$ cat src/rtl/operand_seq_ctrl.sv
// operand_seq_ctrl: multi-cycle control sequencer for the 8-bit datapath.
// Fetches a 15-bit instruction word, decodes its src/dst fields, drives the
// B-operand mux select, sequences data-memory read/write handshakes and
// raises register write enables, a PC increment pulse and a retire count.
//
// Optional build macro: OPERAND_SEQ_TIMEOUT_EN
//   defined   -> every handshake wait is bounded by TIMEOUT cycles; an
//                expired wait parks the FSM in ERROR (err_o sticky) until reset.
//   undefined -> waits are unbounded and err_o is tied low.
//
// Handshake semantics: a request output (fetch_req_o, mem_req_o) is held high
// for the whole wait state; the matching completion input (instr_valid_i,
// mem_ack_i) is sampled only while that request is high and completes the
// transfer on the rising edge where both are high. Completion inputs seen
// outside their wait state are ignored.
module operand_seq_ctrl #(
  parameter int CNT_W   = 16,
  parameter int TIMEOUT = 255
) (
  input  logic             clk_i,
  input  logic             rst_ni,
  input  logic             run_i,
  output logic             fetch_req_o,
  input  logic             instr_valid_i,
  input  logic [14:0]      instr_i,
  output logic [1:0]       sel_b_o,
  output logic [2:0]       alu_op_o,
  output logic             reg_a_we_o,
  output logic             reg_b_we_o,
  output logic             mem_req_o,
  output logic             mem_we_o,
  output logic [7:0]       mem_addr_o,
  input  logic             mem_ack_i,
  output logic             pc_inc_o,
  output logic             busy_o,
  output logic [CNT_W-1:0] retire_cnt_o,
  output logic             err_o,
  output logic [2:0]       state_dbg_o
);

  localparam logic [2:0] S_IDLE   = 3'd0;
  localparam logic [2:0] S_FETCH  = 3'd1;
  localparam logic [2:0] S_DECODE = 3'd2;
  localparam logic [2:0] S_MEM_RD = 3'd3;
  localparam logic [2:0] S_EXEC   = 3'd4;
  localparam logic [2:0] S_MEM_WR = 3'd5;
  localparam logic [2:0] S_ERROR  = 3'd6;

  localparam logic [1:0] SRC_MEM  = 2'b01;
  localparam logic [1:0] DST_REGA = 2'b01;
  localparam logic [1:0] DST_REGB = 2'b10;
  localparam logic [1:0] DST_MEM  = 2'b11;
  localparam logic [1:0] SEL_ZERO = 2'b11;

  logic [2:0]       state;
  logic [2:0]       state_nx;
  logic [14:0]      ir;
  logic [CNT_W-1:0] retire_cnt;
  logic             retire;

  logic [2:0] ir_op;
  logic [1:0] ir_dst;
  logic [1:0] ir_src;
  logic [7:0] ir_lit;

  assign ir_op  = ir[14:12];
  assign ir_dst = ir[11:10];
  assign ir_src = ir[9:8];
  assign ir_lit = ir[7:0];

`ifdef OPERAND_SEQ_TIMEOUT_EN
  localparam int WAIT_W = (TIMEOUT < 2) ? 1 : $clog2(TIMEOUT + 1);

  logic [WAIT_W-1:0] wait_cnt;
  logic              waiting;
  logic              handshake;

  // A wait state is one that parks on an external completion input.
  always_comb begin
    waiting   = (state == S_FETCH) || (state == S_MEM_RD) || (state == S_MEM_WR);
    handshake = (state == S_FETCH) ? instr_valid_i : mem_ack_i;
  end
`endif

  // Next-state and retirement decode; retire also serves as the PC pulse.
  always_comb begin
    state_nx = state;
    retire   = 1'b0;
    case (state)
      S_IDLE:   if (run_i) state_nx = S_FETCH;
      S_FETCH:  if (instr_valid_i) state_nx = S_DECODE;
      S_DECODE: state_nx = (ir_src == SRC_MEM) ? S_MEM_RD : S_EXEC;
      S_MEM_RD: if (mem_ack_i) state_nx = S_EXEC;
      S_EXEC: begin
        if (ir_dst == DST_MEM) begin
          state_nx = S_MEM_WR;
        end else begin
          retire   = 1'b1;
          state_nx = run_i ? S_FETCH : S_IDLE;
        end
      end
      S_MEM_WR: begin
        if (mem_ack_i) begin
          retire   = 1'b1;
          state_nx = run_i ? S_FETCH : S_IDLE;
        end
      end
      S_ERROR:  state_nx = S_ERROR;
      default:  state_nx = S_IDLE;
    endcase
`ifdef OPERAND_SEQ_TIMEOUT_EN
    // A completion arriving on the last allowed cycle still wins.
    if (waiting && !handshake && (wait_cnt == WAIT_W'(TIMEOUT - 1))) begin
      state_nx = S_ERROR;
      retire   = 1'b0;
    end
`endif
  end

  // State, instruction register and retire counter.
  always_ff @(posedge clk_i or negedge rst_ni) begin
    if (!rst_ni) begin
      state      <= S_IDLE;
      ir         <= '0;
      retire_cnt <= '0;
    end else begin
      state <= state_nx;
      if ((state == S_FETCH) && instr_valid_i) ir <= instr_i;
      if (retire) retire_cnt <= retire_cnt + 1'b1;
    end
  end

`ifdef OPERAND_SEQ_TIMEOUT_EN
  // Wait counter restarts on every state change and counts waiting cycles.
  always_ff @(posedge clk_i or negedge rst_ni) begin
    if (!rst_ni) begin
      wait_cnt <= '0;
    end else if (state_nx != state) begin
      wait_cnt <= '0;
    end else if (waiting) begin
      wait_cnt <= wait_cnt + 1'b1;
    end
  end

  assign err_o = (state == S_ERROR);
`else
  // Without the watchdog TIMEOUT has no effect; the comparison is constant 0.
  assign err_o = (TIMEOUT < 0);
`endif

  // Moore output decode from state and IR; only the MEM_WR retire pulse
  // follows the acknowledge of that same cycle.
  always_comb begin
    fetch_req_o = 1'b0;
    sel_b_o     = SEL_ZERO;
    alu_op_o    = 3'b000;
    reg_a_we_o  = 1'b0;
    reg_b_we_o  = 1'b0;
    mem_req_o   = 1'b0;
    mem_we_o    = 1'b0;
    mem_addr_o  = 8'h00;
    case (state)
      S_FETCH: fetch_req_o = 1'b1;
      S_MEM_RD: begin
        mem_req_o  = 1'b1;
        mem_addr_o = ir_lit;
        sel_b_o    = SRC_MEM;
      end
      S_EXEC: begin
        sel_b_o    = ir_src;
        alu_op_o   = ir_op;
        reg_a_we_o = (ir_dst == DST_REGA);
        reg_b_we_o = (ir_dst == DST_REGB);
      end
      S_MEM_WR: begin
        mem_req_o  = 1'b1;
        mem_we_o   = 1'b1;
        mem_addr_o = ir_lit;
        sel_b_o    = ir_src;
        alu_op_o   = ir_op;
      end
      default: ;
    endcase
  end

  assign pc_inc_o     = retire;
  assign busy_o       = (state != S_IDLE);
  assign retire_cnt_o = retire_cnt;
  assign state_dbg_o  = state;

endmodule

$ cat config.mk
export PLATFORM = sky130hd
export DESIGN_NAME = operand_seq_ctrl
export DESIGN_NICKNAME = d
export VERILOG_FILES = /design/src/rtl/operand_seq_ctrl.sv
export SDC_FILE = /design/constraint.sdc
export NUM_CORES = 1
export LEC_CHECK = 0
export BUFFER_PORTS_ARGS = -buffer_cell sky130_fd_sc_hd__buf_4
export CAP_MARGIN = 20
export CELL_PAD_IN_SITES_DETAIL_PLACEMENT = 1
export CELL_PAD_IN_SITES_GLOBAL_PLACEMENT = 1
export CORE_MARGIN = 4
export CORE_UTILIZATION = 32
export CTS_BUF_LIST = sky130_fd_sc_hd__clkbuf_4 sky130_fd_sc_hd__clkbuf_8 sky130_fd_sc_hd__clkbuf_16
export CTS_CLUSTER_SIZE = 40
export DETAILED_ROUTE_END_ITERATION = 12
export PLACE_DENSITY_LB_ADDON = 0.1
export SYNTH_ARGS = -nofsm -noshare
export SYNTH_HDL_FRONTEND = slang
export SYNTH_SLANG_ARGS = --single-unit
$ cat constraint.sdc
create_clock -name clk_i -period 2.78 [get_ports clk_i]
set_input_delay 0.556 -clock clk_i [delete_from_list [all_inputs] [get_ports clk_i]]
set_output_delay 0.556 -clock clk_i [all_outputs]
set_load 0.005 [all_outputs]
==> results of run 1 <==
[layout make-up]
type,instances,area [sq um]
clock buffer,7,90.09
clock inverter,1,5.005
fill,573,2918
inverter,1,3.754
multi-input combinational,102,839.6
sequential,34,850.8
tap,70,87.58
timing repair buffer,59,442.9
[worst reg2reg max path, stage by stage, from the launching register on]
cell and delay [ns]:
dfrtp_1 0.61, nor2b_4 0.28, and2b_4 0.17, and2_4 0.31, mux2_2 0.39
[placed cells by master (no fill, tap or decap), types with 2 or more instances in the layout]
cell type,count
buf_4,59
nand2b_1,3
a31oi_1,2
clkbuf_8,6
and4_1,4
and2_1,14
xnor2_1,14
nand3_1,4
nand4_1,10
a21oi_1,3
mux2_2,7
nand2_1,4
nor3b_1,2
dfrtp_1,34
mux2_4,9
nor2b_4,2
o211a_1,2
and3_1,2
[registers in the layout, indices dropped and copies added (netlist names)]
name and count:
retire_cnt_o 16, ir 15, state_dbg_o 3
[metal layers]
layer / vias up / track usage / wire length [microns]
met1: 653 / 0.1811 / 1840
li1: 624 / - / -
met3: 4 / 0.04664 / 280
met2: 39 / 0.2212 / 2158
met5: - / 0 / 0
met4: 0 / 0.04817 / 33
[power groups by stage]
| stage | clock network (mW) | registers (mW) | logic (mW) |
|---|---|---|---|
| after floorplan | 0 | 0.766 | 0.591 |
| after CTS | 0.403 | 0.845 | 0.821 |
| after global placement | 0 | 0.838 | 0.800 |
| final | 0.386 | 0.842 | 0.800 |
| after detailed placement | 0 | 0.847 | 0.821 |
| after global routing | 0.422 | 0.876 | 0.883 |
[cells by family after synthesis]
family                     Yosys count  share of synthesized area
xor gates and xnor gates            15                    0.07410
buffers and inverters               10                    0.04657
other                                1                   0.002115
and+or+nand+nor                     54                     0.2040
AOI/OAI and AO/OA                   14                    0.05998
muxes                               17                     0.1263
DFF                                 34                     0.4799
adders and majority gates            1                   0.007056
[final timing paths]
kind,slack (ns),end,cells past startpoint,from
hold / removal,0.21,ir[5],1,rst_ni
max in group asynchronous,2.26,ir[2],1,rst_ni
setup reg to reg,0.91,ir[13],4,state_dbg_o[0]
hold reg to reg,0.48,retire_cnt_o[15],1,retire_cnt_o[15]
min in group clk_i,0.48,retire_cnt_o[15],1,retire_cnt_o[15]
setup / recovery,0.43,mem_addr_o[4],4,state_dbg_o[2]
[cell usage after synthesis, types with 2 or more instances]
cell type and count:
a31oi_1 2, nand2_1 4, xnor2_1 14, nor3b_1 2, buf_8 2, mux2_4 9, and4_1 4, mux2_2 7
nand4_1 10, a21oi_1 3, and2_1 14, buf_6 2, nor2b_4 2, nand3_1 4, dfrtp_1 34, buf_2 3
o211a_1 2, nand2b_1 3, and3_1 2
==> results list, run 1 <==
* Outcome: finished clean
- In this run the power density over the cells is 874.2 nW/um^2.
- After the first detailed-routing iteration, the DRC count stood at 38.
- Sequential fraction of design power: 0.415
- Critical Path AT: 1.79 ns
* Biggest area consumer among synthesized cells: dfrtp_1
- Skew final: 0.003232 ns
* Clock latency reported for the late side of the worst-skew pair: 0.28 ns
* Yosys top cell area share: 0.4799
- The die is 82.44 microns wide.
- Once routing completed, OpenROAD measured the worst setup slack at 0.4337 ns.
* Global route overflow: 0
* Core box area: 5238 sq um
- Routed Antenna Nets: 0
- From synthesis to final layout, the design area changed by 30.84%.
- The number of global-route vias before repair came to 1388.
* Worst Path Max Fanout: 17
* Post-Place Cells: 266
- Area of all placed cells without fillers: 2320 sq um
* DR vias: 1320
- Together, buffers and inverters on the worst path number 1.
- Overall Power: 2.028 mW
- Dividing the final minimum period by the clock period gives 0.8440.
- Cells along the critical path: nor2b_4 > o21a_1 > and2_1 > buf_4
* CTS-repair resized insts: 0
- Number of flip-flops and latches in the synthesized netlist: 34
- STA classifies the critical path endpoint as an output port.
* Slowest CP cell: dfrtp_1
- Number of buffers added by the clock tree synthesis step: 5
* Detailed Route WL: 4312 microns
* Fraction of layout instances using a drive strength above 1: 0.4412
* Required time at the worst-slack endpoint: 2.22 ns
- The floorplan has 26 rows.
* Static Leakage: 1.103 nW
- TritonRoute pass-1 iters: 4
- Cts hold-fix bufs: 0
- Setup TNS Final: 0 ns
* Share of synthesized area occupied by flip-flops and latches: 0.4799
- Top Family by Delay on Critical Path: flip-flops
- Setup repair after global routing left no endpoint under its margin.
* Combinational group share of total power: 0.394
* CTS tree: done
- In this run the clock root is driven by a clkbuf_8.
- Dividing the detail-routed via count by the number of cells gives 4.818.
- When the netlist entered floorplanning its net count stood at 167.
- In this run the cell area measured after placement is 2225 sq um.
- Static timing analysis puts the maximum clock frequency at 426.2 MHz.
- The critical path is of the reg -> out type.
* Hold Crit Class: in -> async
- Int Power: 1.359 mW
- Input/output buffers: 58
* Area of the die: 6796 sq um
- Max capacitance violation total: 0
* Hold violation total from the final report: 0
- Aggregate global-route resource usage: 0.1408
- The number of antenna violations at the first check in global routing is 0.
- Number of cells produced by synthesis: 146
- The final-report max-slew violation count came to 0.
- Yosys printed 0 warnings.
- Non-filler instance count after layout: 274
- Clock network fraction of design power: 0.190
- At the end of the flow, the number of nets in the layout was 224.
- Initial core utilization: 0.3385
- Final Util: 0.4429
- Sw power: 0.6687 mW
- DR DRC count: 0
- Clock Sink Count: 34
* Post-synth design cell area: 1773 sq um
* Top cells by area in the synthesized netlist: dfrtp_1 (48%), mux2_4 (7.6%), xnor2_1 (6.9%)
* Avg Inst Size Synth: 12.14 sq um
* Switching power share of the total: 0.3298
* Maximum number of pins on one net before global-route repair: 35
- After detailed routing, the average wire length per cell comes to 15.74 microns.
- Of all flip-flops after synthesis, the portion carrying an async set or reset was 1.000.
- Netlist cell types: 42
- The repair_antennas step left the layout with diodes totalling 0.
- 60 I/O pins were placed.
- Hold timing on the final database bottoms out at a slack of 0.2123 ns.
* RD Place Congestion: 0.8080
* Dominant register cell in the synthesized netlist: dfrtp_1
* Final period demand of the worst path: 2.346 ns
- Final number of setup-violating endpoints: 0
- First-pass GRT wire length: 7141 microns
- Before CTS, the worst setup slack after placement is 0.7242 ns.
- Crit path launch type: flop
- Worst-case clock buffer depth: 2
* Maximum vdd drop: 0.0003886 V
- Once detailed placement completed, the half-perimeter wirelength came to 3174 microns.
* Biggest cell delay along the critical path: 0.62 ns
- Post-CTS Setup Repair Bufs: 0
- After clock tree synthesis, the clock-pin slew on the worst setup and hold paths is 0.07 ns.
* Max H-tree Level: 2
* Y dimension of the die: 82.44 microns
- Yosys mapped a number of flops with a built-in enable equal to 0.
Power figures use the tool's default switching activity.
==> run 2, diff against run 1 <==
clock period = 2.1 ns   (was 2.78 ns; I/O delays follow)
==> run 2 against run 1 <==
Clock skew increased by 0.0013 ns. Non-clock buffer count increased by 3. Count of clock-buffer cells in the layout decreased by 1. Register-to-register slack got worse by 0.53 ns. Via count increased by 1.6%. Total power increased by 35%. Hold slack got worse by 0.15 ns. Sequential power increased by 29%. Flip-flop and latch count unchanged. Critical path depth decreased by 1. Combinational power increased by 41%. Clock power increased by 32%. Critical endpoint is now pc_inc_o. Largest cell class unchanged. Largest power group is now combinational logic.
==> results list, run 2 (same netlist as run 1, synthesis figures left out) <==
- Hold Crit Class: in -> async
- Beginning of the critical path: state_dbg_o[1]
- Max H-tree Level: 2
- The library cells used most frequently in the layout, excluding fill and tap cells, are buf_4 (62), dfrtp_1 (33), and2_1 (14), xnor2_1 (14), nand4_1 (10).
* TritonRoute pass-1 iters: 4
- IR analysis of the VDD net gives a maximum drop of 0.0005032 V.
* Non-filler instance count after layout: 277
* Outcome: finished clean
- Required time at the worst-slack endpoint: 1.68 ns
- TritonCTS built the clock tree.
- Cts hold-fix bufs: 0
* Maximum number of pins on one net before global-route repair: 35
- Global-route met1 utilization: 0.1767
- Detailed placement ended at an HPWL of 3360 microns.
- By startpoint and endpoint, the worst setup path is classified as reg -> out.
- Setup Slack @ Placement: 0.2326 ns
- For this run, the post-layout net count is 227.
* Fin crit share: 0.9487
- In this run, CTS created clock tree buffers numbering 5.
* Register-to-register path setup slack: 0.38 ns
* Biggest cell delay along the critical path: 0.50 ns
* Setup slack after layout: 0.1077 ns
- Top Family by Delay on Critical Path: flip-flops
- RD Place Congestion: 0.7833
- The critical path goes through nor2b_4 > o211a_2 > buf_4.
* Critical Path AT: 1.57 ns
* Worst-case clock buffer depth: 2
- Detailed-route vias per instance: 4.841
- Clock-pin slew reported for the worst setup and hold paths after clock tree synthesis: 0.07 ns
- The first routing iteration left 51 violations.
- The first global-routing pass estimated 7452 microns of wire.
- The most critical setup path has its endpoint at pc_inc_o.
- The routed layout has 1341 vias.
- Summing all flip-flop and latch instances after layout gives 852.1 sq um.
* CTS-repair resized insts: 1
- The number of hold violations in the final report is 0.
- Core box area: 5238 sq um
* Aggregate global-route resource usage: 0.1434
- Fill cell total of the finished layout: 566
- Placement row count: 26
* Slowest CP cell: dfrtp_2
* Number of flip-flops under the largest register name: 16
- The tool flagged a number of max-cap violations equal to 0.
* Skew final: 0.004490 ns
* Initial antenna violation count: 0
- Dividing total power by cell area gives a power density of 1164 nW/um^2.
- For this run, the top clock speed supported by timing is 501.9 MHz.
* Max-slew violation count: 0
* Post-synthesis to final-layout area growth: 32.25%
- At the end of the flow the core is filled with cells to 0.4477.
- Final period demand of the worst path: 1.992 ns
- The worst register-to-register path begins at state_dbg_o[0].
* DR DRC count: 0
* Vias in the first global route: 1449
* Crit path launch type: flop
- Overall Power: 2.730 mW
- Routed Antenna Nets: 0
- Routed wire length per instance: 15.98 microns
- Global routing usage on met3: 0.04555
- Root buffer selected by CTS: clkbuf_8
* Met2 global-route usage: 0.2404
* Kind of capture point of the worst setup path: output port
- Buffers added to address setup during post-CTS repair amount to 0.
- The initial utilization of the core area, before any placement, comes to 0.3385.
- Clock latency reported for the late side of the worst-skew pair: 0.28 ns
* Area occupied by multi-input gates: 840.8 sq um
* Leading cell type in the layout, fill and taps excluded: buf_4
* Post-Place Cells: 269
* Setup TNS Final: 0 ns
* Global route overflow: 0
- Clock Sink Count: 34
- From bottom edge to top edge, the die measures 82.44 microns.
- After global routing, the most crowded layer is met2.
- Buffers placed on the I/O ports in this run total 58.
* Detailed Route WL: 4427 microns
- Area of the die: 6796 sq um
* Fraction of layout instances using a drive strength above 1: 0.4638
* Worst r2r path cells: 4
- Setup repair after global routing left no endpoint under its margin.
* Logic depth of the worst path, buffers included: 3
- Final number of setup-violating endpoints: 0
- CP Buf/Inv Count: 1
- For this design the static power due to leakage is 1.106 nW.
* Die X-Extent: 82.44 microns
- The number of antenna diodes in the final layout is 0.
* Endpoint of the lowest-slack register-to-register path: ir[13]
- For this design the top-level I/O count stands at 60.
- In this run the worst path has a maximum fanout of 14.
run 2: layout make-up:
type / instances / share of cell area
Sequential cell: 34 / 0.3634
Multi-Input combinational cell: 102 / 0.3586
Timing Repair Buffer: 62 / 0.1985
Tap cell: 70 / 0.03735
Clock buffer: 6 / 0.03522
Clock inverter: 2 / 0.005336
Inverter: 1 / 0.001601
run 2: power by group:
part	total, mW	internal (mW)	switching (mW)
Clock	0.510	0.264	0.246
Sequential	1.09	0.866	0.221
Combinational	1.13	0.683	0.451
run 2: how the worst min path moves through the flow:
stage,endpoint,slack (ns),cells past startpoint
final,ir[6],0.07,1
after detailed placement,ir[6],0.40,1
after global placement,ir[5],0.39,1
after floorplan,ir[0],0.12,0
after CTS,ir[6],0.08,1
after global routing,retire_cnt_o[0],0.10,1
run 2: per-layer routing:
metal	wire length [microns]	vias up
li1	-	632
met1	1920	663
met2	2156	41
met3	298	5
met4	51	0
met5	0	-
run 2: stage by stage:
| stage | hold WS (ns) | instance area, sq um |
|---|---|---|
| after global placement | 0.3900 | 2247 |
| after floorplan | 0.1244 | 1773 |
| after detailed placement | 0.3961 | 2247 |
| after global routing | 0.1047 | 2345 |
| after CTS | 0.08267 | 2344 |
| final | 0.06723 | 2345 |
==> run 3, diff against run 2 <==
clock period = 2 ns   (was 2.1 ns; I/O delays follow)
==> run 3 against run 2 <==
Routed wire length is 0.50% higher. Core utilization rose by 0.62 points. Hold slack got worse by 0.013 ns. Register-to-register slack worse by 0.13 ns. Global-route usage increased by 0.075 points. Die area did not move. Critical endpoint unchanged. Sequential power is essentially flat.
==> results list, run 3 (same netlist as run 1, synthesis figures left out) <==
- For this run, the share of the core covered by cells in the final layout is 0.4539.
- The share of total power dissipated in the clock network is 0.178.
* Initial core utilization: 0.3385
* Leading cell type in the layout, fill and taps excluded: buf_4
- Derived from the worst setup path, the maximum achievable clock frequency is 532.3 MHz.
* Non-filler instance count after layout: 282
- Summed over all nets, wire length on met3 after detailed routing comes to 310 microns.
- Overall Power: 2.893 mW
- Setup TNS Final: 0 ns
* Detailed-route vias per instance: 4.805
* Fraction of layout instances using a drive strength above 1: 0.4764
- For this block, the via count after detailed routing is 1355.
* Post-Place Cells: 269
* Final HPWL DP: 3309 microns
- Critical Path AT: 1.48 ns
* Highest layer used for signal routing: met4
* Fill cell total of the finished layout: 581
* Static Leakage: 1.133 nW
* Worst Setup Path Type: reg -> out
- Hold Crit Class: in -> async
* Clock latency reported for the late side of the worst-skew pair: 0.29 ns
- Before antenna repair, the detailed router went through 4 iterations.
* Placed cell areas: 2247 sq um
- The analysis attributes to net switching a power of 0.9656 mW.
* Final number of setup-violating endpoints: 0
- The congestion estimate from routability-driven global placement came to 0.7962.
* Setup Slack @ Placement: 0.1721 ns
- Root buffer selected by CTS: clkbuf_8
* Final worst hold slack: 0.05461 ns
- STA classifies the critical path endpoint as an output port.
- Core box area: 5238 sq um
- In this run the vertical extent of the chip is 82.44 microns.
* Placement row count: 26
* Routed wire length per instance: 15.78 microns
* Input/output buffers: 58
- Skew final: 0.01154 ns
- The longest clock path from root to sink contains 2 buffers.
- In this run the power density over the cells is 1217 nW/um^2.
* Initial antenna violation count: 0
- Aggregate global-route resource usage: 0.1442
- Met1 routed wirelength after detailed routing: 1942 microns
- The final layout contains routed wiring with a total length of 4449 microns.
* Number of flip-flops under the largest register name: 16
- Int Power: 1.927 mW
- First-pass GRT wire length: 7293 microns
* Hold violation total from the final report: 0
- Compared with the post-synthesis result, the final layout area differs by 34.09%.
- Max-slew violation count: 0
- Area of all placed cells without fillers: 2377 sq um
- The H-tree was split into 2 levels.
* Maximum vdd drop: 0.0006300 V
- Dividing the final minimum period by the clock period gives 0.9393.
- Required time at the worst-slack endpoint: 1.60 ns
* Die X-Extent: 82.44 microns
- The share of total power dissipated in sequential elements is 0.382.
- In the routed design, unresolved DRC markers number 0.
- STA classifies the critical path startpoint as a flop.
- Of the total power, the share spent switching nets is 0.3338.
- The tree built by TritonCTS fans out to 34 sinks.
- Number of buffers added by the clock tree synthesis step: 5
- Area of the die: 6796 sq um
* Met2 wire length: 2153 microns
- For this block, the initial DRC count from the detailed router was 44.
- Routed Antenna Nets: 0
- In the final design database the tool counted 232 nets.
- The number of antenna diodes in the final layout is 0.
- Of the total power, combinational logic draws 0.440.
- Along the worst path, the maximum fanout reaches 9.
- After layout, the worst setup slack is 0.1215 ns.
- Vias in the first global route: 1418
* Top library cells by usage in the layout, fill and taps aside: buf_4 (67), dfrtp_1 (33), and2_1 (14), xnor2_1 (14), nand4_1 (10)
* Unrepaired setup endpoints after global routing: false
- TritonCTS built the clock tree.
* Outcome: finished clean
- Clock-pin slew was measured on the worst setup and hold paths at 0.08 ns.
* Number of ports placed on the die boundary: 60
* Maximum number of pins on one net before global-route repair: 35
- Final period demand of the worst path: 1.879 ns
* Max capacitance violation total: 0
- Global route overflow: 0
[run 3: changes by cell type in the layout (fill, tap and decap cells not counted), sizes merged]
cell | previous run | this run
buf | 62 | 67
clkinv | 1 | 2
clkinvlp | 1 | 0
[run 3: path summary, 6_finish.rpt]
| kind | start | end | slack [ns] | depth (start not counted) |
|---|---|---|---|---|
| max | state_dbg_o[2] | pc_inc_o | 0.12 | 3 |
| max reg2reg | state_dbg_o[1] | ir[0] | 0.25 | 5 |
| min reg2reg | retire_cnt_o[15] | retire_cnt_o[15] | 0.49 | 1 |
| max in group asynchronous | rst_ni | state_dbg_o[1] | 1.61 | 1 |
| min | rst_ni | state_dbg_o[2] | 0.05 | 1 |
| min in group clk_i | instr_i[10] | ir[10] | 0.34 | 2 |
[run 3: cell type report]
cell class / count / area (sq um) / area share
clock inverter: 2 / 13.76 / 0.005789
clock buffer: 6 / 76.32 / 0.03211
sequential: 34 / 852.1 / 0.3584
timing repair buffer: 67 / 503.0 / 0.2116
tap: 70 / 87.58 / 0.03684
multi-input combinational: 102 / 840.8 / 0.3537
inverter: 1 / 3.754 / 0.001579
[run 3: per-layer routing]
layer  vias up  track usage
li1        639            -
met1       674       0.1810
met2        38       0.2316
met3         4      0.04772
met4         0      0.04983
met5         -            0
[run 3: what timing repair did]
| item | 4_1_cts | 5_1_grt |
|---|---|---|
| setup endpoints to repair | 10 | 9 |
| setup buffers | 0 | 5 |
| hold buffers | 0 | 0 |
| gates resized for setup | 3 | 0 |
[run 3: power by group through the flow]
stage | Combinational (mW) | Clock (mW) | Sequential, mW
2_1_floorplan | 0.821 | 0 | 1.07
5_1_grt | 1.40 | 0.568 | 1.14
3_5_place_dp | 1.23 | 0 | 1.13
4_1_cts | 1.23 | 0.536 | 1.13
6_report | 1.27 | 0.514 | 1.11
3_3_place_gp | 1.19 | 0 | 1.12
[run 3: critical path: stages, from the launching register on]
cell	delay, ns
dfrtp_1	0.44
nor2b_4	0.25
o211a_2	0.34
buf_4	0.16
